[src/rtl/md5_uart_top.sv]
// md5_uart_rx: 8N1 receiver with 2-flop synchronizer and 8x phase-accumulator oversampling.
// Latency: rx_valid pulses about half a bit after the stop-bit edge (stop bit sampled at its centre).
// Backpressure: none; rx_valid is a 1-cycle strobe and framing-error bytes are dropped.
module md5_uart_rx #(
  parameter int CLK_FREQUENCY = 100_000_000,
  parameter int BAUD          = 12_000_000
) (
  input  logic       clk,
  input  logic       reset,
  input  logic       rxd,
  output logic       rx_valid,
  output logic [7:0] rx_data
);
  // 32-bit fractional increment for an 8*BAUD oversample tick, rounded to nearest
  localparam logic [31:0] OSR_INC =
    32'((((64'(BAUD) * 64'd8) << 32) + 64'(CLK_FREQUENCY / 2)) / 64'(CLK_FREQUENCY));

  typedef enum logic [1:0] {RX_IDLE, RX_START, RX_DATA, RX_STOP} rx_state_t;

  rx_state_t   state_q, state_d;
  logic        rxd_meta, rxd_sync, rxd_prev;
  logic [31:0] acc_q;
  logic [32:0] acc_sum;
  logic        tick;
  logic        acc_clr;
  logic [2:0]  tcnt_q, tcnt_d;
  logic [2:0]  bit_q, bit_d;
  logic [7:0]  shift_q, shift_d;
  logic        valid_d;

  assign acc_sum = {1'b0, acc_q} + {1'b0, OSR_INC};
  assign tick    = acc_sum[32];
  assign rx_data = shift_q;

  // Two-flop synchronizer plus one history flop for falling-edge detection
  always_ff @(posedge clk) begin
    if (reset) begin
      rxd_meta <= 1'b1;
      rxd_sync <= 1'b1;
      rxd_prev <= 1'b1;
    end else begin
      rxd_meta <= rxd;
      rxd_sync <= rxd_meta;
      rxd_prev <= rxd_sync;
    end
  end

  // Oversample phase accumulator, re-phased on every detected start edge
  always_ff @(posedge clk) begin
    if (reset || acc_clr) acc_q <= '0;
    else                  acc_q <= acc_sum[31:0];
  end

  // Receiver state register
  always_ff @(posedge clk) begin
    if (reset) begin
      state_q  <= RX_IDLE;
      tcnt_q   <= '0;
      bit_q    <= '0;
      shift_q  <= '0;
      rx_valid <= 1'b0;
    end else begin
      state_q  <= state_d;
      tcnt_q   <= tcnt_d;
      bit_q    <= bit_d;
      shift_q  <= shift_d;
      rx_valid <= valid_d;
    end
  end

  // Receiver next-state: half-bit start re-check, then one sample every 8 ticks
  always_comb begin
    state_d = state_q;
    tcnt_d  = tcnt_q;
    bit_d   = bit_q;
    shift_d = shift_q;
    valid_d = 1'b0;
    acc_clr = 1'b0;
    case (state_q)
      RX_IDLE: begin
        if (rxd_prev && !rxd_sync) begin
          state_d = RX_START;
          tcnt_d  = '0;
          acc_clr = 1'b1;
        end
      end
      RX_START: begin
        if (tick) begin
          tcnt_d = tcnt_q + 3'd1;
          if (tcnt_q == 3'd3) begin
            tcnt_d  = '0;
            bit_d   = '0;
            state_d = rxd_sync ? RX_IDLE : RX_DATA;
          end
        end
      end
      RX_DATA: begin
        if (tick) begin
          tcnt_d = tcnt_q + 3'd1;
          if (tcnt_q == 3'd7) begin
            shift_d = {rxd_sync, shift_q[7:1]};
            bit_d   = bit_q + 3'd1;
            if (bit_q == 3'd7) state_d = RX_STOP;
          end
        end
      end
      RX_STOP: begin
        if (tick) begin
          tcnt_d = tcnt_q + 3'd1;
          if (tcnt_q == 3'd7) begin
            valid_d = rxd_sync;
            state_d = RX_IDLE;
          end
        end
      end
      default: state_d = RX_IDLE;
    endcase
  end
endmodule

// md5_uart_tx: 8N1 transmitter paced by a BAUD-rate phase accumulator restarted on accept.
// Latency: start bit appears on txd the cycle after accept; a frame lasts 10 tick intervals.
// Backpressure: tx_start is honoured only while tx_busy is low; tx_busy covers accept through stop bit.
module md5_uart_tx #(
  parameter int CLK_FREQUENCY = 100_000_000,
  parameter int BAUD          = 12_000_000
) (
  input  logic       clk,
  input  logic       reset,
  input  logic       tx_start,
  input  logic [7:0] tx_data,
  output logic       txd,
  output logic       tx_busy
);
  // 32-bit fractional increment for a BAUD-rate tick, rounded to nearest
  localparam logic [31:0] BIT_INC =
    32'(((64'(BAUD) << 32) + 64'(CLK_FREQUENCY / 2)) / 64'(CLK_FREQUENCY));

  logic [31:0] acc_q;
  logic [32:0] acc_sum;
  logic        tick;
  logic [9:0]  shift_q;
  logic [3:0]  bit_q;
  logic        busy_q;

  assign acc_sum = {1'b0, acc_q} + {1'b0, BIT_INC};
  assign tick    = acc_sum[32];
  assign txd     = shift_q[0];
  assign tx_busy = busy_q;

  // Frame shifter: load start/data/stop on accept, shift in idle ones on each bit tick
  always_ff @(posedge clk) begin
    if (reset) begin
      acc_q   <= '0;
      shift_q <= '1;
      bit_q   <= '0;
      busy_q  <= 1'b0;
    end else if (tx_start && !busy_q) begin
      acc_q   <= '0;
      shift_q <= {1'b1, tx_data, 1'b0};
      bit_q   <= '0;
      busy_q  <= 1'b1;
    end else begin
      acc_q <= acc_sum[31:0];
      if (busy_q && tick) begin
        shift_q <= {1'b1, shift_q[9:1]};
        bit_q   <= bit_q + 4'd1;
        if (bit_q == 4'd9) busy_q <= 1'b0;
      end
    end
  end
endmodule

// md5_uart_top: serial command front end - UART rx -> command parser/test responder -> UART tx, plus LEDs.
// Latency: response starts ~3 clk after the command stop-bit sample; 2 clk idle between response bytes.
// Backpressure: none on rxd; command bytes arriving while a response is in flight are discarded.
module md5_uart_top #(
  parameter int CLK_FREQUENCY = 100_000_000,
  parameter int BAUD          = 12_000_000,
  parameter int NUM_LEDS      = 4
) (
  input  logic                clk,
  input  logic                reset,
  input  logic                rxd,
  output logic                txd,
  output logic                match_led,
  output logic [NUM_LEDS-1:0] led
);
  localparam logic [7:0] CMD_TEST   = 8'h04;
  localparam logic [7:0] RESP_FIRST = 8'h0A;

  typedef enum logic [1:0] {IDLE, DECODE, RESP_LOAD, RESP_WAIT} state_t;

  state_t              state_q, state_d;
  logic [7:0]          cmd_q, cmd_d;
  logic [7:0]          cnt_q, cnt_d;
  logic [NUM_LEDS-1:0] led_q, led_d;
  logic                match_q, match_d;
  logic                rx_valid;
  logic [7:0]          rx_data;
  logic                tx_start;
  logic                tx_busy;

  md5_uart_rx #(.CLK_FREQUENCY(CLK_FREQUENCY), .BAUD(BAUD)) u_rx (
    .clk      (clk),
    .reset    (reset),
    .rxd      (rxd),
    .rx_valid (rx_valid),
    .rx_data  (rx_data)
  );

  md5_uart_tx #(.CLK_FREQUENCY(CLK_FREQUENCY), .BAUD(BAUD)) u_tx (
    .clk      (clk),
    .reset    (reset),
    .tx_start (tx_start),
    .tx_data  (cnt_q),
    .txd      (txd),
    .tx_busy  (tx_busy)
  );

  assign led       = led_q;
  assign match_led = match_q;

  // Parser state and datapath registers
  always_ff @(posedge clk) begin
    if (reset) begin
      state_q <= IDLE;
      cmd_q   <= '0;
      cnt_q   <= '0;
      led_q   <= '0;
      match_q <= 1'b0;
    end else begin
      state_q <= state_d;
      cmd_q   <= cmd_d;
      cnt_q   <= cnt_d;
      led_q   <= led_d;
      match_q <= match_d;
    end
  end

  // Parser next-state: latch command, decode, then stream the countdown 0x0A..0x01
  always_comb begin
    state_d  = state_q;
    cmd_d    = cmd_q;
    cnt_d    = cnt_q;
    led_d    = led_q;
    match_d  = match_q;
    tx_start = 1'b0;
    case (state_q)
      IDLE: begin
        if (rx_valid) begin
          cmd_d   = rx_data;
          led_d   = NUM_LEDS'(rx_data);
          match_d = 1'b0;
          state_d = DECODE;
        end
      end
      DECODE: begin
        if (cmd_q == CMD_TEST) begin
          cnt_d   = RESP_FIRST;
          state_d = RESP_LOAD;
        end else begin
          state_d = IDLE;
        end
      end
      RESP_LOAD: begin
        if (!tx_busy) begin
          tx_start = 1'b1;
          state_d  = RESP_WAIT;
        end
      end
      RESP_WAIT: begin
        if (!tx_busy) begin
          if (cnt_q == 8'd1) begin
            match_d = 1'b1;
            state_d = IDLE;
          end else begin
            cnt_d   = cnt_q - 8'd1;
            state_d = RESP_LOAD;
          end
        end
      end
      default: state_d = IDLE;
    endcase
  end
endmodule

[config.mk]
export PLATFORM = sky130hd
export DESIGN_NAME = md5_uart_top
export DESIGN_NICKNAME = d
export VERILOG_FILES = /design/src/rtl/md5_uart_top.sv
export SDC_FILE = /design/constraint.sdc
export NUM_CORES = 1
export LEC_CHECK = 0
export BUFFER_PORTS_ARGS = -buffer_cell sky130_fd_sc_hd__buf_2
export CAP_MARGIN = 30
export CORE_MARGIN = 4
export CORE_UTILIZATION = 45
export CTS_CLUSTER_SIZE = 24
export DETAILED_ROUTE_END_ITERATION = 12
export GPL_TIMING_DRIVEN = 0
export PLACE_DENSITY_LB_ADDON = 0.2
export RECOVER_POWER = 50
export SYNTH_ARGS = -nofsm -noshare
export SYNTH_HDL_FRONTEND = slang
export SYNTH_HIERARCHICAL = 1
export SYNTH_SLANG_ARGS = --single-unit
[constraint.sdc]
create_clock -name clk -period 4.1 [get_ports clk]
set_input_delay 0.82 -clock clk [delete_from_list [all_inputs] [get_ports clk]]
set_output_delay 0.82 -clock clk [all_outputs]
set_load 0.1 [all_outputs]
==> flow_metrics.tcl <==
set metrics [dict create \
    yosysTopAreaCellShare 0.398 \
    diodes 0 \
    die_w_um 120 \
    worstPathArrival_ns 3.20 \
    grt_setup_unrepaired "false" \
    place_worst_setup_slack_ns 1.52 \
    drc 0 \
    synth_top_area_cell "dfxtp_1" \
    cts_setup_buffers 0 \
    p_per_area_nw_per_um2 542 \
    viasPerCell 5.45 \
    async_reset_ff_frac 0 \
    n_fill_cell 1149 \
    path_max_fanout 10 \
    finalHoldViolations 0 \
    final_antenna_net_count 0 \
    grt.total_usage 0.170 \
    antenna_found_initial 0 \
    yosysSeqAreaShare 0.398 \
    layout-drive-gt1-share 0.113 \
    io_buffers 8 \
    area_delta_synth_final_pct 13.9 \
    place_area_um2 5930 \
    rows 40 \
    clock-skew-final_ns 0.0119 \
    end_kind "flip-flop" \
    numCtsBuffers 17 \
    synth_edf_count 0 \
    avgSynthCellArea_um2 9.01 \
    finalNetCount 672 \
    multi_input_area_um2 3130 \
    h-tree-depth 4 \
    regArea_um2 2260 \
    period_needed_ns 2.91 \
    synth_ff_type "dfxtp_1" \
    cts_hold_buf 0 \
    peakVddDrop_v 0.000412 \
    setup_viol 0 \
    setup.worst_path.class "flip-flop to flip-flop" \
    grt_pass1_vias 4361 \
    cts_resized 0 \
    dr_total_vias 4565 \
    slew_headroom 0.218 \
    ys_types 76 \
    dieArea_um2 14500 \
    ys_seq_elements 113 \
    cts_tree "yes" \
    fmax_mhz 344 \
    grt_pass1_wl_um 20300 \
    netlist_instances 630 \
    clk_pin_slew_ns 0.05 \
    cts_max_path_buffers 2 \
    drt_first_pass_iters 5 \
    synth.net_count 645 \
    core_region_area_um2 12200 \
    post-route-period-util 0.710 \
    post-dp-hpwl_um 8000 \
    startpoint_type "flip-flop" \
    netlist_area_um2 5680 \
    cts_root_buf "clkbuf_16" \
    ios 9 \
    crit_required_ns 4.39 \
    status "finished clean" \
    clkLatencyLatePin_ns 0.41 \
    die_height_um 120 \
    setup_ws_ns 1.19 \
    setup_tns_ns 0 \
    clock-sinks 113 \
    maxCapViolations 0 \
    final_max_slew_viol_count 0 \
    yosysWarningCount 6 \
    wl_per_cell_um 14.0 \
    min_path_type "flip-flop to flip-flop" \
    finalPower_w 0.00350 \
    tightest_slew_ns 1.18 \
    drtIter0Drc 258 \
    cellLeakagePower_nw 2.53 \
    final_area_um2 6470 \
    start_util 0.467 \
    synth_area_leaders "dfxtp_1 40%, nor2_1 4.6%, mux2i_1 4.2%" \
    wirelength_um 11700 \
    grt_max_degree 17 \
    gp_congestion 0.859 \
    grt.overflow.total 0 \
]
-- registers in the layout, indices dropped and copies added, names as in the netlist, 2 cells and up, named ones only --
signal,count
cnt_q,8
state_q,2
cmd_q,8
u_tx/bit_q,4
u_tx/shift_q,9
u_rx/acc_q,30
u_rx/tcnt_q,3
u_tx/acc_q,30
u_rx/bit_q,3
u_rx/rx_data,8
-- worst paths after layout --
check / from / end / slack (ns) / cells past startpoint
hold / removal: u_rx/rxd_meta / u_rx/rxd_sync / 0.41 / 1
hold reg to reg: u_rx/rxd_meta / u_rx/rxd_sync / 0.41 / 1
setup / recovery: u_tx/acc_q[6] / u_tx/shift_q[2] / 1.19 / 6
setup reg to reg: u_tx/acc_q[6] / u_tx/shift_q[2] / 1.19 / 6
-- stage by stage --
stage / utilization / hold WS, ns / cells
finish: 0.532 / 0.407 / 838
global route: 0.532 / 0.438 / 838
CTS: 0.536 / 0.410 / 838
detailed placement: 0.488 / 0.397 / 806
global placement: 0.488 / 0.398 / 806
floorplan: - / 0.389 / 630
-- cell families after synthesis --
kind of cell,Yosys count,synth area share
multiplexers,27,0.0489
flip-flops,113,0.398
AND/OR/NAND/NOR,245,0.240
XOR/XNOR,32,0.0494
buffers and inverters,51,0.0458
adder cells (fa/ha/maj),12,0.0264
AO/OA/AOI/OAI,150,0.191
-- synthesized netlist by cell type (6+ instances only) --
| library cell | count |
|---|---|
| dfxtp_1 | 113 |
| nor2_1 | 69 |
| nand2_1 | 52 |
| a21oi_1 | 39 |
| mux2i_1 | 24 |
| o21ai_0 | 23 |
| nand2b_1 | 19 |
| xnor2_1 | 19 |
| clkbuf_1 | 17 |
| inv_1 | 17 |
| or3_1 | 17 |
| nor3_1 | 16 |
| xor2_1 | 13 |
| a21o_1 | 12 |
| ha_1 | 12 |
| nor2b_1 | 12 |
| nand3_1 | 11 |
| a311o_1 | 8 |
| o2111ai_1 | 7 |
| o211ai_1 | 7 |
| buf_6 | 6 |
| o21a_1 | 6 |
-- cells in the final DEF, fill, tap and decap left out, types with 5 or more instances in the layout --
cell	count
a311o_1	8
nand3_1	11
nor2b_1	12
o2111ai_1	7
xnor2_1	19
o21a_1	6
nand2_1	52
or3_1	17
nor3_1	16
dfxtp_1	113
nor2_1	69
clkbuf_1	32
o211ai_1	7
inv_1	17
mux2i_1	24
a211oi_1	5
nor4_1	5
clkbuf_16	17
a2111o_1	5
xor2_1	13
a21oi_1	39
a21o_1	12
and3_1	5
buf_2	5
nand2b_1	19
buf_4	5
ha_1	12
o21ai_0	23
-- worst max-delay path: stages, from the launching register on --
cell      delay [ns]
dfxtp_1         0.33
or4_1           0.57
o311ai_0        0.82
a21o_4          0.26
clkbuf_1        0.36
a21oi_1         0.13
a311o_1         0.33
-- routing by layer --
metal	share of wire	vias up	GRT usage	wire length, um
li1	-	2316	-	-
met1	0.48	2163	0.214	5610
met2	0.48	77	0.276	5620
met3	0.032	9	0.0440	372
met4	0.0089	0	0.0744	104
met5	0	-	0	0
-- where the power goes --
| group | leakage, nW | internal (W) | switching (W) | total [W] |
|---|---|---|---|---|
| clock | 0.276 | 0.000967 | 0.000497 | 0.00146 |
| combinational | 1.33 | 0.000292 | 0.000354 | 0.000646 |
| sequential | 0.926 | 0.00124 | 0.000149 | 0.00139 |
| total | 2.53 | 0.00250 | 0.00100 | 0.00350 |
-- final cells by class --
type | count | share of cell area
sequential | 113 | 0.350
multi-input combinational | 466 | 0.484
tap | 168 | 0.0325
clock inverter | 10 | 0.0209
clock buffer | 22 | 0.0702
inverter | 17 | 0.00987
timing repair buffer | 8 | 0.00484
buffer | 34 | 0.0281
(Power assumes the default switching activity.)
